$ cat src/rtl/cpu_prefetch_pkg.sv
// Shared definitions for the cpu_prefetch instruction fetch unit: opcode
// constants for branch-class detection, FSM state encoding and the queue
// entry layout.
package cpu_prefetch_pkg;

    // Control-transfer opcodes (instruction bits [6:0])
    localparam logic [6:0] OP_BRANCH = 7'b1100011;
    localparam logic [6:0] OP_JAL    = 7'b1101111;
    localparam logic [6:0] OP_JALR   = 7'b1100111;

    // Fetch FSM encoding
    localparam logic [1:0] ST_IDLE        = 2'd0;
    localparam logic [1:0] ST_FETCH       = 2'd1;
    localparam logic [1:0] ST_DISCARD     = 2'd2;
    localparam logic [1:0] ST_WAIT_BRANCH = 2'd3;

    // Widest sequence tag an entry can carry; narrower tags are zero-extended
    localparam int unsigned PF_TAG_MAX = 32;

    typedef struct packed {
        logic [PF_TAG_MAX-1:0] tag;
        logic [31:0]           instruction;
        logic [31:0]           pc;
    } pf_entry_t;

    // True for conditional branches, JAL and JALR
    function automatic logic is_branch_class(input logic [31:0] insn);
        logic w_hit;
        case (insn[6:0])
            OP_BRANCH, OP_JAL, OP_JALR: w_hit = 1'b1;
            default:                    w_hit = 1'b0;
        endcase
        return w_hit;
    endfunction

    // Fetch addresses are always word aligned
    function automatic logic [31:0] word_align(input logic [31:0] addr);
        return {addr[31:2], 2'b00};
    endfunction

endpackage

$ cat src/rtl/cpu_prefetch_fifo.sv
// Synchronous DEPTH-entry FIFO holding prefetched instructions. The head
// entry and its valid flag are registered from the next-state head so a
// push into an empty queue is visible right after the pushing edge.
module cpu_prefetch_fifo
    import cpu_prefetch_pkg::*;
#(
    parameter int unsigned DEPTH = 4
) (
    input  logic                   i_clock,
    input  logic                   i_reset,
    input  logic                   i_push,
    input  pf_entry_t              i_push_data,
    input  logic                   i_pop,
    input  logic                   i_clear,
    output logic [$clog2(DEPTH):0] o_count,
    output logic                   o_full,
    output logic                   o_empty,
    output logic                   o_head_valid,
    output pf_entry_t              o_head
);

    localparam int unsigned PTR_W = $clog2(DEPTH);
    localparam int unsigned CNT_W = PTR_W + 1;
    localparam logic [PTR_W-1:0] PTR_ONE    = PTR_W'(1'b1);
    localparam logic [CNT_W-1:0] CNT_ONE    = CNT_W'(1'b1);
    localparam logic [CNT_W-1:0] FULL_COUNT = CNT_W'(DEPTH);

    pf_entry_t        r_mem [DEPTH];
    logic [PTR_W-1:0] r_rd_ptr;
    logic [PTR_W-1:0] r_wr_ptr;
    logic [CNT_W-1:0] r_count;
    logic             r_head_valid;
    pf_entry_t        r_head;

    logic             w_push;
    logic             w_pop;
    logic [PTR_W-1:0] w_rd_next;
    logic [CNT_W-1:0] w_count_next;
    pf_entry_t        w_head_next;

    // Qualify requests against occupancy and compute next pointers, count and head
    always_comb begin
        w_pop        = i_pop && (r_count != '0) && !i_clear;
        w_push       = i_push && !i_clear && ((r_count != FULL_COUNT) || w_pop);
        w_rd_next    = r_rd_ptr;
        w_count_next = r_count;
        w_head_next  = '0;
        if (w_pop) begin
            w_rd_next = r_rd_ptr + PTR_ONE;
        end else begin
            w_rd_next = r_rd_ptr;
        end
        case ({w_push, w_pop})
            2'b10:   w_count_next = r_count + CNT_ONE;
            2'b01:   w_count_next = r_count - CNT_ONE;
            default: w_count_next = r_count;
        endcase
        if (w_count_next == '0) begin
            w_head_next = '0;
        end else if (w_push && (w_rd_next == r_wr_ptr)) begin
            // Queue drains to exactly the entry being written this cycle
            w_head_next = i_push_data;
        end else begin
            w_head_next = r_mem[w_rd_next];
        end
    end

    // Storage array; data only, no reset needed
    always_ff @(posedge i_clock) begin
        if (w_push) begin
            r_mem[r_wr_ptr] <= i_push_data;
        end
    end

    // Pointers, occupancy and registered head with reset and clear
    always_ff @(posedge i_clock) begin
        if (!i_reset || i_clear) begin
            r_rd_ptr     <= '0;
            r_wr_ptr     <= '0;
            r_count      <= '0;
            r_head_valid <= 1'b0;
            r_head       <= '0;
        end else begin
            if (w_push) begin
                r_wr_ptr <= r_wr_ptr + PTR_ONE;
            end
            r_rd_ptr     <= w_rd_next;
            r_count      <= w_count_next;
            r_head_valid <= (w_count_next != '0);
            r_head       <= w_head_next;
        end
    end

    assign o_count      = r_count;
    assign o_full       = (r_count == FULL_COUNT);
    assign o_empty      = (r_count == '0);
    assign o_head_valid = r_head_valid;
    assign o_head       = r_head;

endmodule

$ cat src/rtl/cpu_prefetch.sv
// Instruction fetch unit with prefetch queue. Issues sequential word fetches
// (one outstanding), buffers tagged instructions for decode and flushes on
// redirect. Optional feature macro: CPU_PREFETCH_SPECULATE_EN -- when defined,
// fetch runs past branch-class instructions; otherwise fetch stalls in
// WAIT_BRANCH until the redirect arrives. TAG_WIDTH must not exceed PF_TAG_MAX.
module cpu_prefetch
    import cpu_prefetch_pkg::*;
#(
    parameter int unsigned DEPTH     = 4,
    parameter int unsigned TAG_WIDTH = 8,
    parameter logic [31:0] RESET_PC  = 32'h0
) (
    input  logic                 i_clock,
    input  logic                 i_reset,
    output logic                 o_bus_request,
    input  logic                 i_bus_ready,
    output logic [31:0]          o_bus_address,
    input  logic [31:0]          i_bus_rdata,
    input  logic                 i_branch,
    input  logic [31:0]          i_pc_next,
    output logic                 o_valid,
    input  logic                 i_ready,
    output logic [TAG_WIDTH-1:0] o_tag,
    output logic [31:0]          o_instruction,
    output logic [31:0]          o_pc
);

    localparam int unsigned CNT_W = $clog2(DEPTH) + 1;
    localparam logic [CNT_W-1:0] CNT_LAST = CNT_W'(DEPTH - 1);

    logic [1:0]           r_state;
    logic [31:0]          r_pc;
    logic [TAG_WIDTH-1:0] r_tag;
    logic                 r_bus_request;
    logic [31:0]          r_bus_address;

    logic [1:0]           w_state_next;
    logic [31:0]          w_pc_next;
    logic [TAG_WIDTH-1:0] w_tag_next;
    logic                 w_req_next;
    logic [31:0]          w_addr_next;
    logic                 w_push;
    logic                 w_pop;
    logic                 w_space_b2b;
    logic                 w_hold_on_branch;
    logic [31:0]          w_target;
    logic [31:0]          w_pc_seq;
    logic [TAG_WIDTH-1:0] w_tag_inc;
    pf_entry_t            w_push_entry;
    pf_entry_t            w_head;
    logic [CNT_W-1:0]     w_count;
    logic                 w_fifo_full;
    logic                 w_fifo_empty;
    logic                 w_head_valid;
    logic                 w_unused_tag;

    assign w_target  = word_align(i_pc_next);
    assign w_pc_seq  = r_pc + 32'd4;
    assign w_tag_inc = r_tag + TAG_WIDTH'(1'b1);

    // head_valid mirrors !empty; both must agree before decode may pop
    assign w_pop = w_head_valid && i_ready && !w_fifo_empty;

    // After this push (and any same-cycle pop) one more slot must remain free
    assign w_space_b2b = (w_count < CNT_LAST) || w_pop;

`ifdef CPU_PREFETCH_SPECULATE_EN
    assign w_hold_on_branch = 1'b0;
`else
    assign w_hold_on_branch = is_branch_class(i_bus_rdata);
`endif

    // Assemble the entry written on a completed fetch
    always_comb begin
        w_push_entry                        = '0;
        w_push_entry.tag[TAG_WIDTH-1:0]     = w_tag_inc;
        w_push_entry.instruction            = i_bus_rdata;
        w_push_entry.pc                     = r_pc;
    end

    // Fetch FSM next-state and bus request generation
    always_comb begin
        w_state_next = r_state;
        w_pc_next    = r_pc;
        w_tag_next   = r_tag;
        w_req_next   = r_bus_request;
        w_addr_next  = r_bus_address;
        w_push       = 1'b0;
        case (r_state)
            ST_IDLE: begin
                if (i_branch) begin
                    // Queue is being cleared, so the target can go out at once
                    w_pc_next    = w_target;
                    w_req_next   = 1'b1;
                    w_addr_next  = w_target;
                    w_state_next = ST_FETCH;
                end else if (!w_fifo_full) begin
                    w_req_next   = 1'b1;
                    w_addr_next  = r_pc;
                    w_state_next = ST_FETCH;
                end else begin
                    w_req_next   = 1'b0;
                end
            end
            ST_FETCH: begin
                if (i_bus_ready && i_branch) begin
                    // Returning data belongs to the old path
                    w_pc_next    = w_target;
                    w_req_next   = 1'b0;
                    w_state_next = ST_IDLE;
                end else if (i_bus_ready) begin
                    w_push     = 1'b1;
                    w_tag_next = w_tag_inc;
                    w_pc_next  = w_pc_seq;
                    if (w_hold_on_branch) begin
                        w_req_next   = 1'b0;
                        w_state_next = ST_WAIT_BRANCH;
                    end else if (w_space_b2b) begin
                        w_req_next   = 1'b1;
                        w_addr_next  = w_pc_seq;
                        w_state_next = ST_FETCH;
                    end else begin
                        w_req_next   = 1'b0;
                        w_state_next = ST_IDLE;
                    end
                end else if (i_branch) begin
                    // Request must stay up until the slave answers
                    w_pc_next    = w_target;
                    w_state_next = ST_DISCARD;
                end else begin
                    w_state_next = ST_FETCH;
                end
            end
            ST_DISCARD: begin
                if (i_branch) begin
                    w_pc_next = w_target;
                end else begin
                    w_pc_next = r_pc;
                end
                if (i_bus_ready) begin
                    w_req_next   = 1'b0;
                    w_state_next = ST_IDLE;
                end else begin
                    w_state_next = ST_DISCARD;
                end
            end
            ST_WAIT_BRANCH: begin
                if (i_branch) begin
                    w_pc_next    = w_target;
                    w_state_next = ST_IDLE;
                end else begin
                    w_state_next = ST_WAIT_BRANCH;
                end
            end
            default: begin
                w_req_next   = 1'b0;
                w_state_next = ST_IDLE;
            end
        endcase
    end

    // Fetch state, pc, tag and bus request registers
    always_ff @(posedge i_clock) begin
        if (!i_reset) begin
            r_state       <= ST_IDLE;
            r_pc          <= word_align(RESET_PC);
            r_tag         <= '0;
            r_bus_request <= 1'b0;
            r_bus_address <= word_align(RESET_PC);
        end else begin
            r_state       <= w_state_next;
            r_pc          <= w_pc_next;
            r_tag         <= w_tag_next;
            r_bus_request <= w_req_next;
            r_bus_address <= w_addr_next;
        end
    end

    cpu_prefetch_fifo #(
        .DEPTH (DEPTH)
    ) u_fifo (
        .i_clock      (i_clock),
        .i_reset      (i_reset),
        .i_push       (w_push),
        .i_push_data  (w_push_entry),
        .i_pop        (w_pop),
        .i_clear      (i_branch),
        .o_count      (w_count),
        .o_full       (w_fifo_full),
        .o_empty      (w_fifo_empty),
        .o_head_valid (w_head_valid),
        .o_head       (w_head)
    );

    // Upper tag bits are always zero; fold them so they count as consumed
    assign w_unused_tag = ^w_head.tag;

    assign o_bus_request = r_bus_request;
    assign o_bus_address = r_bus_address;
    assign o_valid       = w_head_valid;
    assign o_tag         = w_head.tag[TAG_WIDTH-1:0];
    assign o_instruction = w_head.instruction;
    assign o_pc          = w_head.pc;

endmodule

$ cat config.mk
export PLATFORM = sky130hd
export DESIGN_NAME = cpu_prefetch
export DESIGN_NICKNAME = d
export VERILOG_FILES = /design/src/rtl/cpu_prefetch_pkg.sv /design/src/rtl/cpu_prefetch_fifo.sv /design/src/rtl/cpu_prefetch.sv
export SDC_FILE = /design/constraint.sdc
export NUM_CORES = 1
export LEC_CHECK = 0
export BUFFER_PORTS_ARGS = -buffer_cell sky130_fd_sc_hd__buf_2
export CAP_MARGIN = 20
export CORE_UTILIZATION = 50
export DETAILED_ROUTE_END_ITERATION = 10
export HOLD_SLACK_MARGIN = 0.15
export PLACE_DENSITY = 0.66
export SLEW_MARGIN = 20
export SYNTH_ARGS = -nofsm -noshare
export SYNTH_HDL_FRONTEND = slang
export SYNTH_SLANG_ARGS = --single-unit
$ cat constraint.sdc
create_clock -name i_clock -period 4.7 [get_ports i_clock]
set_input_delay 0.47 -clock i_clock [delete_from_list [all_inputs] [get_ports i_clock]]
set_output_delay 0.47 -clock i_clock [all_outputs]
set_load 0.02 [all_outputs]
Word level (Yosys, flattened, before mapping). Memories as Yosys holds them, arrays and structs flattened. A register that Yosys moved wholly into a read port is not among the register bits. Cells that the tools add are included.

RAM bits: 288. Memories kept: 1. Register bits: 83.

Memories: u_fifo.r_mem (words 4, width 72, read ports 1, clocked after Yosys merged registers in 1, wr ports 1, RTL line cpu_prefetch_fifo.sv:28) `pf_entry_t r_mem [DEPTH];`.

Equality and inequality tests: 17. Reductions and logical operators: 26. $lt $le $gt $ge: 1. Bitwise logic cells: 1. $add $sub $neg: 6. Muxes and demuxes: 37.

Operator list (number): $mux W32 (9); $pmux W32 S2 (2); $add A32 B3 Y32 const B (1); $eq A7 B7 Y1 const B (3); $mux W2 (9); $mux W1 (14); $ne A2 B2 Y1 const B (5); $ne A3 B3 Y1 const B (3); $reduce_bool A3 Y1 (3); $add A8 B1 Y8 const B (1); $pmux W2 S4 (1); $logic_and A1 B1 Y1 (7); $eq A2 B2 Y1 const B (3); $logic_not A3 Y1 (2); $pmux W3 S2 (1); $reduce_and A3 Y1 (2); $reduce_and A6 Y1 (1); $reduce_or A3 Y1 (2); $add A2 B1 Y2 const B (2); $eq A2 B1 Y1 const B (2); $add A3 B1 Y3 const B (1); $eq A3 B3 Y1 const B (1); $logic_not A1 Y1 (3); $logic_or A1 B1 Y1 (3); other kinds (7) (7).

Depth between registers and ports, before layout. Gate-level depths: netlist of the first run.

Depth in word-level cells: 11. Mapped depth: 13. Mapped depth without buffers: 10.

Hierarchy. From an unflattened synthesis of the first run, not the netlist that was laid out.

Cells, all modules: 2918. Area total of the unflattened synthesis: 26395.3 um^2.

By module, submodules not included: cpu_prefetch_fifo (cells each 2341, area an instance 21778.4 um^2, times used 1); cpu_prefetch (cells each 577, area an instance 4616.9 um^2, times used 1).

Worst setup path after synthesis of the first run. No wires, ideal clock.

Path type: flip-flop to flip-flop. From: register r_state[1]. To: memory u_fifo.r_mem[1][0] (netlist name) (enable). Buffers on the path: 1. Path slack: 1168 ps. Stages on the path, launching flop included: 7. Data arrival time: 3094 ps. Data required time: 4262 ps. Cell sequence: dfxtp_1 > inv_1 > ha_1 > clkbuf_1 > nand3b_2 > a21oi_1 > and2_1.

Longest elaborated chain between the ends: 6.

RTL lines: start, declared (RTL line cpu_prefetch.sv:31) `logic [1:0] r_state;`; start signal, assigned (RTL line cpu_prefetch.sv:171) `r_state <= w_state_next;`; $eq A2 B1 Y1 (RTL line cpu_prefetch.sv:89) `case (r_state)`; $mux W1 (RTL line cpu_prefetch.sv:89); $logic_and A1 B1 Y1 (2 in a row) (RTL line cpu_prefetch_fifo.sv:44) `w_push = i_push && !i_clear && ((r_count != FULL_COUNT) || w_pop);`; $mux W1 (RTL line cpu_prefetch_fifo.sv:70) `if (w_push) begin`; $mux W1 (not written as such) (RTL line cpu_prefetch_fifo.sv:71) `r_mem[r_wr_ptr] <= i_push_data;`; end, declared (RTL line cpu_prefetch_fifo.sv:28).

No other way between the ends.

Worst setup path in the final report of the first run.
From: register r_state[1]. To: register u_fifo.r_head, in the netlist u_fifo.o_head[35].

Longest elaborated chain between the ends: 8.

RTL lines: $eq A2 B1 Y1 (*) (RTL line cpu_prefetch.sv:89); $mux W1 (*) (RTL line cpu_prefetch.sv:89); $logic_and A1 B1 Y1 (*) (2 in a row) (RTL line cpu_prefetch_fifo.sv:44); $eq A2 B1 Y1 or $eq A2 B2 Y1 (tied branches) (RTL line cpu_prefetch_fifo.sv:53) `case ({w_push, w_pop})`; $pmux W3 S2 (*) (RTL line cpu_prefetch_fifo.sv:53); $logic_not A3 Y1 (*) (RTL line cpu_prefetch_fifo.sv:58) `if (w_count_next == '0) begin`; $reduce_or A2 Y1 (no source line) (*); end signal, assigned (RTL line cpu_prefetch_fifo.sv:90) `r_head <= w_head_next;`; end, declared (RTL line cpu_prefetch_fifo.sv:33) `pf_entry_t r_head;`.

Mark *: on every way between the ends. The rest lies on a longest branch, timed or not. A chain may end at the register's enable or synchronous reset.

==> flow_summary_export.csv, run 1 <==
group,metric,value,unit
yosys,syn_inst,1585,
layout,drive_gt1_share,20.67,%
setup_path,crit_buf_inv,2,
grt,grt_max_degree,80,
setup_path,path_cells,"inv_1 > ha_1 > nand3b_2 > nand2_1 > fa_1 > nor4_1 > a31oi_1 > xnor2_1 > a2bb2oi_4 > buf_12 > a21oi_1",
setup_path,cp_slowest_stage_delay,640,ps
timing,rsz0062_at_grt,"no",
timing,skew,9.112,ps
timing,setup_violations,0,
setup_path,crit_path_start,"r_state[1]$_SDFFE_PN0N_",
detailed_routing,route.met3.wl,2.650,mm
grt,grt_pass1_vias,12610,
layout,finalNonFillerCells,2260,
yosys,synth-seq-cells,443,
floorplanning,pin_count,175,
run_status,status,"finished, final reports clean",
cts,cts_buffers,46,
layout,fin_util,58.72,%
setup_path,cp-start-kind,"flop",
layout,ff_latch_area,11760,sq um
detailed_routing,wire_per_inst,20.10,microns
cts,cts.clk_slew.worst_paths,60,ps
cts,clock-sinks,443,
timing,setup_tns,0,ps
setup_path,worstPathMaxFanout,32,
timing,relSlewSlack,31.95,%
place,port_buffers,172,
yosys,ys_seq_area_share,62.24,%
detailed_routing,topRoutingLayerUsed,"met4",
timing,fmax,303.5,MHz
cts,tritoncts,"yes",
floorplanning,std_cell_rows,70,
timing,min_period_over_period,70.10,%
cts,clock_latency,540,ps
setup_path,crit_type,"reg2reg",
yosys,synth_edf_count,288,
pwr,ir_worst_vdd,242.5,uV
hold_path,min_from,"i_bus_rdata[19]",
cts,htree_levels,2,
setup_path,critical_path_required,5120,ps
place,post-place-ws,1245,ps
layout,syn_to_final_growth,14.67,%
floorplanning,fp.dieArea,38550,sq um
timing,finalWorstSetupSlack,1405,ps
timing,hold_viol,0,
floorplanning,core_area,36870,sq um
setup_path,critical-path-top-delay-family,"compound AO/OA/AOI/OAI gates",
pwr,power.density,378.9,nW/um^2
yosys,ys.warnings.count,0,
cts,root_buffer,"clkbuf_16",
yosys,syn_area,18880,sq um
grt,grt_use_total,23.52,%
timing,maxSlewViolCount,0,
timing,min_period,3295,ps
yosys,avgSynthCellArea,11.91,sq um
yosys,ys_top_cells_by_area,"edfxtp_1, dfxtp_1, a21oi_1, mux2_2, nand2_1",
layout,nNetsFinal,1799,
cts,post_cts_buffers,0,
timing,worst_pin_slew,1021,ps
detailed_routing,drtIter0Drc,814,
detailed_routing,drcViolationCount,0,
setup_path,crit_path_end_kind,"flop",
place,hpwl,26.37,mm
yosys,synth.distinct_cells,63,
floorplanning,start_util,51.21,%
cts,cts_resized,0,
detailed_routing,firstDrtPassIters,5,
yosys,syn-num-nets,1666,
yosys,ys.flop_type,"edfxtp_1",
yosys,yosysTopAreaCell,"edfxtp_1",
grt,gr-total-overflow,0,
detailed_routing,dr_wl_met2,21.61,mm
floorplanning,die_w,196.3,microns
pwr,p_leak,7.766,nW
detailed_routing,ant_nets,0,
detailed_routing,viasPerCell,5.677,
setup_path,crit_arrival,3720,ps
setup_path,crit_slowest_cell,"a2bb2oi_4",
detailed_routing,routed_wirelength,45.44,mm
run,cap_violations,0,
layout,diodes,0,
hold_path,min_path_type,"in2reg",
pwr,power,0.008205,W
floorplanning,die_height,196.3,microns
grt,grt_first_pass_wirelength,70.89,mm
detailed_routing,met1_length,20.51,mm
layout,n_fill_cell,2974,
detailed_routing,vias,12830,
grt,antenna_found_initial,0,
setup_path,r2r_start,"r_state[1]$_SDFFE_PN0N_",
place,placedCellCount,2163,
place,gp_congestion,0.7851,
cts,clockBufferDepth,3,
layout,multi_input_area,6492,sq um
setup_path,rrSetupSlack,1410,ps
yosys,synthArstFlopShare,0,%
yosys,synth_top_area_share,45.80,%
cell families after synthesis:
group | share of synthesized area [%]
DFF | 62.24
and+or+nand+nor | 10.69
muxes | 4.731
xor gates and xnor gates | 3.247
adders and majority gates | 0.8349
buffers and inverters | 3.611
AOI/OAI and AO/OA | 14.65
layout by cell type, fill, tap and decap left out, types with 13 or more instances in the layout:
cell type / count
o211a_1: 13
nand2_1: 150
nand3_1: 24
nor2_1: 43
nand2b_1: 24
nand4_1: 19
xnor2_1: 35
o21ai_0: 41
xor2_1: 34
o211ai_1: 13
buf_2: 172
o22ai_1: 73
and2_1: 13
dfxtp_1: 154
mux2_2: 74
clkbuf_16: 50
clkbuf_1: 22
or3_1: 77
a21o_1: 74
edfxtp_1: 288
buf_4: 20
a21oi_1: 186
per-stage QoR:
step	hold slack [ps]	cell area (sq um)
floorplan	454.8	18880
global placement	457.3	20110
detailed placement	456.9	20110
CTS	150.1	21650
global route	153.2	21650
finish	171.6	21650
where the power goes:
part / switching (W) / internal, W / leakage (nW)
Sequential: 0.0000884 / 0.00422 / 3.86
Clock: 0.00144 / 0.00200 / 0.692
Combinational: 0.000287 / 0.000172 / 3.21
state kept, by name (all words and copies together) (netlist names):
signal and flops:
r_state 2, o_bus_request 1, r_tag 8, u_fifo.r_rd_ptr 2
u_fifo.o_count 3, u_fifo.r_wr_ptr 2, u_fifo.o_head 72, u_fifo.r_mem 288
u_fifo.o_head_valid 1, r_pc 32, o_bus_address 32
cell usage after synthesis (all sizes together) (10+ instances only):
library cell,n
edfxtp,288
a21oi,190
dfxtp,155
nand2,151
or3,78
a21o,74
mux2,74
o22ai,73
clkbuf,67
buf,60
nor2,44
o21ai,41
xnor2,36
xor2,34
nand2b,24
nand3,24
nand4,19
and2,18
nor3,13
o211a,13
o211ai,13
inv,12
ha,11
a211oi,10
worst reg2reg max path, stage by stage (launching register included):
cell and delay, ps:
dfxtp_1 370, inv_1 90, ha_1 220, nand3b_2 330
nand2_1 130, fa_1 400, nor4_1 290, a31oi_1 90
xnor2_1 200, a2bb2oi_4 640, buf_12 290, a21oi_1 110
routing by layer:
metal	GRT usage, %	vias to the layer above
met5	0	-
met2	39.34	416
met1	32.54	6237
met3	3.063	52
li1	-	6125
met4	5.816	0
cell type report:
cell class	count	area share (%)
repair buffers	212	6.010
multi-input cells	1003	29.99
clock buffers	75	6.351
flip-flops and latches	443	54.29
well taps	504	2.912
clock inverters	11	0.2427
inverters	12	0.2080
final timing paths:
kind / depth (start not counted) / endpoint
worst max-delay path: 11 / u_fifo.o_head[35]$_SDFF_PP0_
worst min-delay path: 1 / u_fifo.r_mem[0][51]$_DFFE_PP_
worst max register to register: 11 / u_fifo.o_head[35]$_SDFF_PP0_
worst min register to register: 2 / o_bus_address[26]$_SDFFE_PN0P_
repair_timing:
item / CTS / global route
hold buffers: 11 / 0
endpoints found under the hold margin: 40 / 0
endpoints found under the setup margin: 0 / 0
Power figures use the tool's default switching activity.
==> run 2, diff against run 1 <==
--- a/config.mk
+++ b/config.mk
@@ -5,6 +5,7 @@
 export SDC_FILE = /design/constraint.sdc
 export NUM_CORES = 1
 export LEC_CHECK = 0
+export ABC_AREA = 1
 export BUFFER_PORTS_ARGS = -buffer_cell sky130_fd_sc_hd__buf_2
 export CAP_MARGIN = 20
 export CORE_UTILIZATION = 50
==> constraint.sdc (replaced) <==
create_clock -name i_clock -period 3.3 [get_ports i_clock]
set_input_delay 0.33 -clock i_clock [delete_from_list [all_inputs] [get_ports i_clock]]
set_output_delay 0.33 -clock i_clock [all_outputs]
set_load 0.02 [all_outputs]
==> flow_summary_export.csv, run 2 <==
group,metric,value,unit
layout,largest_register_ffs,288,
cts,clock_latency,570,ps
yosys,syn_area,20460,sq um
grt,grt_use_total,24.57,%
yosys,ys.flop_type,"edfxtp_1",
yosys,synthArstFlopShare,0,%
detailed_routing,drcViolationCount,0,
grt,grt_pass1_vias,15390,
cts,cts_buffers,47,
cts,clockBufferDepth,3,
layout,fin_util,59.51,%
place,port_buffers,172,
setup_path,crit_arrival,3290,ps
detailed_routing,routed_wirelength,50.68,mm
setup_path,crit_path_end_kind,"flop",
place,post-place-ws,538.3,ps
setup_path,critical_path_required,3810,ps
grt,gr-total-overflow,0,
run,cap_violations,0,
detailed_routing,viasPerCell,5.197,
yosys,synth_edf_count,288,
layout,drive_gt1_share,12.16,%
layout,regMostFlops,"u_fifo.r_mem",
layout,finalNonFillerCells,3074,
pwr,ir_worst_vdd,362.9,uV
timing,finalWorstSetupSlack,521.1,ps
detailed_routing,drtIter0Drc,1257,
timing,relSlewSlack,41.39,%
floorplanning,die_w,204.3,microns
cts,tritoncts,"yes",
timing,min_period,2779,ps
place,hpwl,30.41,mm
timing,rsz0062_at_grt,"no",
yosys,syn-num-nets,2417,
cts,clock-sinks,443,
yosys,ys_top_cells_by_area,"edfxtp_1, dfxtp_1, nand2_1, nand3_1, inv_1",
layout,mostFrequentLayoutCell,"nand2_1",
run_status,status,"finished, final reports clean",
yosys,avgSynthCellArea,8.757,sq um
timing,min_period_over_period,84.21,%
timing,hold_viol,0,
yosys,yosysTopAreaCell,"edfxtp_1",
cts,cts.clk_slew.worst_paths,60,ps
detailed_routing,vias,15980,
timing,setup_violations,0,
floorplanning,die_height,204.3,microns
detailed_routing,ant_nets,0,
cts,root_buffer,"clkbuf_16",
timing,setup_tns,0,ps
grt,antenna_found_initial,0,
yosys,synth_top_area_share,42.28,%
pwr,power.density,531.9,nW/um^2
grt,grt_max_degree,73,
floorplanning,core_area,40010,sq um
timing,fmax,359.9,MHz
detailed_routing,firstDrtPassIters,5,
layout,syn_to_final_growth,16.39,%
place,gp_congestion,0.9067,
floorplanning,std_cell_rows,73,
setup_path,crit_type,"reg2reg",
floorplanning,start_util,51.14,%
floorplanning,pin_count,175,
timing,skew,13.89,ps
yosys,ys.warnings.count,0,
floorplanning,fp.dieArea,41730,sq um
yosys,yosysMostFrequentCell,"nand2_1",
grt,grt_first_pass_wirelength,80.59,mm
timing,worst_pin_slew,878.2,ps
yosys,synth_common_cells,"nand2_1, inv_1, edfxtp_1, nand3_1, dfxtp_1",
yosys,synth-seq-cells,443,
setup_path,cp-start-kind,"flop",
yosys,synth.distinct_cells,34,
layout,diodes,0,
layout,layout_common_cells,"nand2_1, inv_1, edfxtp_1",
layout,nNetsFinal,2593,
yosys,ys_seq_area_share,57.44,%
pwr,power,0.01266,W
setup_path,worstPathMaxFanout,49,
pwr,p_leak,11.04,nW
yosys,syn_inst,2336,
place,placedCellCount,2948,
cts,htree_levels,2,
hold_path,min_path_type,"in2reg",
detailed_routing,wire_per_inst,16.49,microns
cts,cts_resized,0,
timing,maxSlewViolCount,0,
## run 2: cell type report
type	instances	area, sq um
timing repair buffer	251	1654
sequential	443	11750
clock buffer	70	1375
clock inverter	16	239.0
tap	525	656.9
fill	3467	16200
inverter	337	1270
multi-input combinational	1432	6863
## run 2: layer usage
layer | vias up | GRT usage (%) | part of all wire, %
met2 | 519 | 41.09 | 47
met3 | 79 | 4.050 | 6.8
met4 | 0 | 7.223 | 2.1
met5 | - | 0 | 0
met1 | 7504 | 32.76 | 44
li1 | 7873 | - | -
## run 2: per-stage QoR
step | instance area [sq um] | hold slack (ps)
finish | 23810 | 184.0
global route | 23810 | 176.3
CTS | 23810 | 157.0
detailed placement | 21790 | 455.9
global placement | 21790 | 454.2
floorplan | 20470 | 428.9
## run 2: kinds of logic after synthesis
family	after synthesis	share of synthesized area (%)
fa+ha+maj	12	0.7706
xor+xnor	18	0.7706
compound gates	171	4.367
mux	6	0.2936
flops	443	57.44
buf+inv	461	9.266
simple gates	1225	27.09
## run 2: repair_timing
action                    in CTS  in global routing
hold endpoints to repair     167                  0
setup buffers                  0                  0
hold buffers                  40                  0
## run 2: report_power, final
| group | internal (W) | total (W) | switching, W |
|---|---|---|---|
| sequential | 0.00607 | 0.00620 | 0.000139 |
| clock | 0.00335 | 0.00546 | 0.00211 |
| combinational | 0.000333 | 0.000996 | 0.000663 |
## run 2: worst paths after layout
check,from,to,slack [ps],depth (start not counted)
max,r_state[1]$_SDFFE_PN0N_,u_fifo.o_head[23]$_SDFF_PP0_,520,13
min,i_pc_next[31],r_pc[31]$_SDFF_PN0_,180,5
max reg2reg,r_state[1]$_SDFFE_PN0N_,u_fifo.o_head[23]$_SDFF_PP0_,520,13
min reg2reg,o_bus_address[13]$_SDFFE_PN0P_,o_bus_address[13]$_SDFFE_PN0P_,470,2
## run 2: worst max-delay path: stages, from the launching register on
cell,delay (ps)
dfxtp_1,380
inv_1,100
ha_1,260
nand3_4,230
nand3_1,180
fa_1,440
nand2_1,90
nand2_1,70
nand3_1,70
nand3_1,110
nand2_2,110
buf_4,450
nand2_1,130
inv_1,70
==> run 3, diff against run 2 <==
==> constraint.sdc (replaced) <==
create_clock -name i_clock -period 2.9 [get_ports i_clock]
set_input_delay 0.29 -clock i_clock [delete_from_list [all_inputs] [get_ports i_clock]]
set_output_delay 0.29 -clock i_clock [all_outputs]
set_load 0.02 [all_outputs]
==> flow_summary_export.csv, run 3 (synthesis gave the netlist of run 2 again) <==
group,metric,value,unit
run_status,status,"finished, final reports clean",
setup_path,cp_slowest_stage_delay,440,ps
timing,maxSlewViolCount,0,
setup_path,critical-path-top-delay-family,"simple AND/OR/NAND/NOR gates",
run,cap_violations,0,
layout,ff_latch_area,11750,sq um
setup_path,critical_path_required,3420,ps
place,post-place-ws,296.9,ps
setup_path,path_cells,"inv_1 > ha_1 > nand3_4 > nand3_1 > fa_1 > nand2_1 > nand2_1 > nand3_1 > nand3_1 > nand2_2 > buf_6 > nand2_1 > inv_1",
cts,tritoncts,"yes",
timing,setup_violations,0,
pwr,p_leak,11.13,nW
detailed_routing,wire_per_inst,16.72,microns
cts,cts_buffers,47,
cts,clock_latency,580,ps
timing,worst_pin_slew,1001,ps
timing,min_period_over_period,86.91,%
grt,grt_first_pass_wirelength,81.92,mm
timing,relSlewSlack,33.27,%
setup_path,path_depth,13,
detailed_routing,ant_nets,0,
floorplanning,die_height,204.3,microns
setup_path,crit_type,"reg2reg",
pwr,ir_worst_vdd,517.1,uV
place,gp_congestion,0.9137,
timing,min_period,2520,ps
timing,skew,15.56,ps
setup_path,crit_path_end_kind,"flop",
setup_path,cp-start-kind,"flop",
timing,rsz0062_at_grt,"no",
hold_path,whs_path_depth,5,
setup_path,worstPathMaxFanout,49,
grt,antenna_found_initial,0,
place,hpwl,30.69,mm
detailed_routing,routed_wirelength,51.75,mm
pwr,power.density,600.8,nW/um^2
layout,n_fill_cell,3405,
hold_path,min_path_type,"in2reg",
cts,root_buffer,"clkbuf_16",
floorplanning,die_w,204.3,microns
place,port_buffers,172,
floorplanning,pin_count,175,
detailed_routing,drtIter0Drc,1177,
detailed_routing,firstDrtPassIters,6,
timing,hold_viol,0,
layout,mostFrequentLayoutCell,"nand2_1",
cts,htree_levels,2,
setup_path,crit_arrival,3040,ps
detailed_routing,viasPerCell,5.249,
cts,cts.clk_slew.worst_paths,60,ps
detailed_routing,drcViolationCount,0,
floorplanning,fp.dieArea,41730,sq um
setup_path,crit_slowest_cell,"fa_1",
layout,layout_common_cells,"nand2_1, inv_1, edfxtp_1",
cts,clock-sinks,443,
grt,grt_pass1_vias,15640,
floorplanning,start_util,51.14,%
layout,drive_gt1_share,12.30,%
setup_path,crit_buf_inv,3,
detailed_routing,vias,16240,
floorplanning,core_area,40010,sq um
timing,fmax,396.8,MHz
layout,multi_input_area,6863,sq um
layout,syn_to_final_growth,17.43,%
timing,setup_tns,0,ps
layout,diodes,0,
layout,nNetsFinal,2611,
grt,grt_use_total,25.04,%
floorplanning,std_cell_rows,73,
timing,finalWorstSetupSlack,379.7,ps
grt,grt_max_degree,87,
layout,regMostFlops,"u_fifo.r_mem",
layout,largest_register_ffs,288,
setup_path,r2r_cells,13,
cts,clockBufferDepth,3,
grt,gr-total-overflow,0,
run 3: cell type report:
cell class | count | share of cell area [%]
Timing Repair Buffer | 269 | 7.818
Clock inverter | 25 | 1.193
Tap cell | 525 | 2.734
Clock buffer | 63 | 5.484
Multi-Input combinational cell | 1432 | 28.57
Inverter | 337 | 5.286
Sequential cell | 443 | 48.92
run 3: repair_timing:
item	CTS	global route
gates resized for setup	0	1
hold buffers	54	0
setup endpoints to repair	0	10
buffers inserted	0	0
endpoints found under the hold margin	183	0
run 3: worst reg2reg max path, cell delays in order, from the launching register on:
cell     delay [ps]
dfxtp_1         390
inv_1           100
ha_1            270
nand3_4         110
nand3_1         150
fa_1            440
nand2_1          90
nand2_1          60
nand3_1          70
nand3_1         110
nand2_2         130
buf_6           320
nand2_1         160
inv_1            60
run 3: routing by layer:
metal | global-route usage [%] | up-vias | part of all wire, %
met5 | 0 | - | 0
met4 | 8.129 | 0 | 2.5
met3 | 3.890 | 91 | 6.8
met2 | 42.25 | 572 | 47
met1 | 32.89 | 7656 | 43
li1 | - | 7920 | -
run 3: power breakdown:
| group | switching, W | total, W | internal [W] |
|---|---|---|---|
| sequential | 0.000157 | 0.00706 | 0.00690 |
| clock | 0.00248 | 0.00620 | 0.00373 |
| combinational | 0.000772 | 0.00117 | 0.000399 |
| total | 0.00341 | 0.0144 | 0.0110 |
run 3: path summary, 6_finish.rpt:
check / slack, ps / end / startpoint
setup / recovery: 380 / u_fifo.o_head[25]$_SDFF_PP0_ / r_state[1]$_SDFFE_PN0N_
hold / removal: 170 / r_pc[23]$_SDFF_PN0_ / i_pc_next[23]
setup reg to reg: 380 / u_fifo.o_head[25]$_SDFF_PP0_ / r_state[1]$_SDFFE_PN0N_
hold reg to reg: 470 / o_bus_address[11]$_SDFFE_PN0P_ / o_bus_address[11]$_SDFFE_PN0P_
run 3: stage by stage:
| step | power [W] | hold WS (ps) | utilization, % | area (sq um) | std cells |
|---|---|---|---|---|---|
| after floorplan | 0.007873 | 388.9 | - | 20470 | 2336 |
| after global placement | 0.008265 | 453.0 | 54.68 | 21870 | 2952 |
| after detailed placement | 0.008290 | 456.6 | 54.68 | 21870 | 2952 |
| after CTS | 0.01454 | 150.5 | 60.04 | 24020 | 3094 |
| after global routing | 0.01493 | 191.1 | 60.05 | 24020 | 3094 |
| final | 0.01443 | 174.9 | 60.05 | 24020 | 3094 |
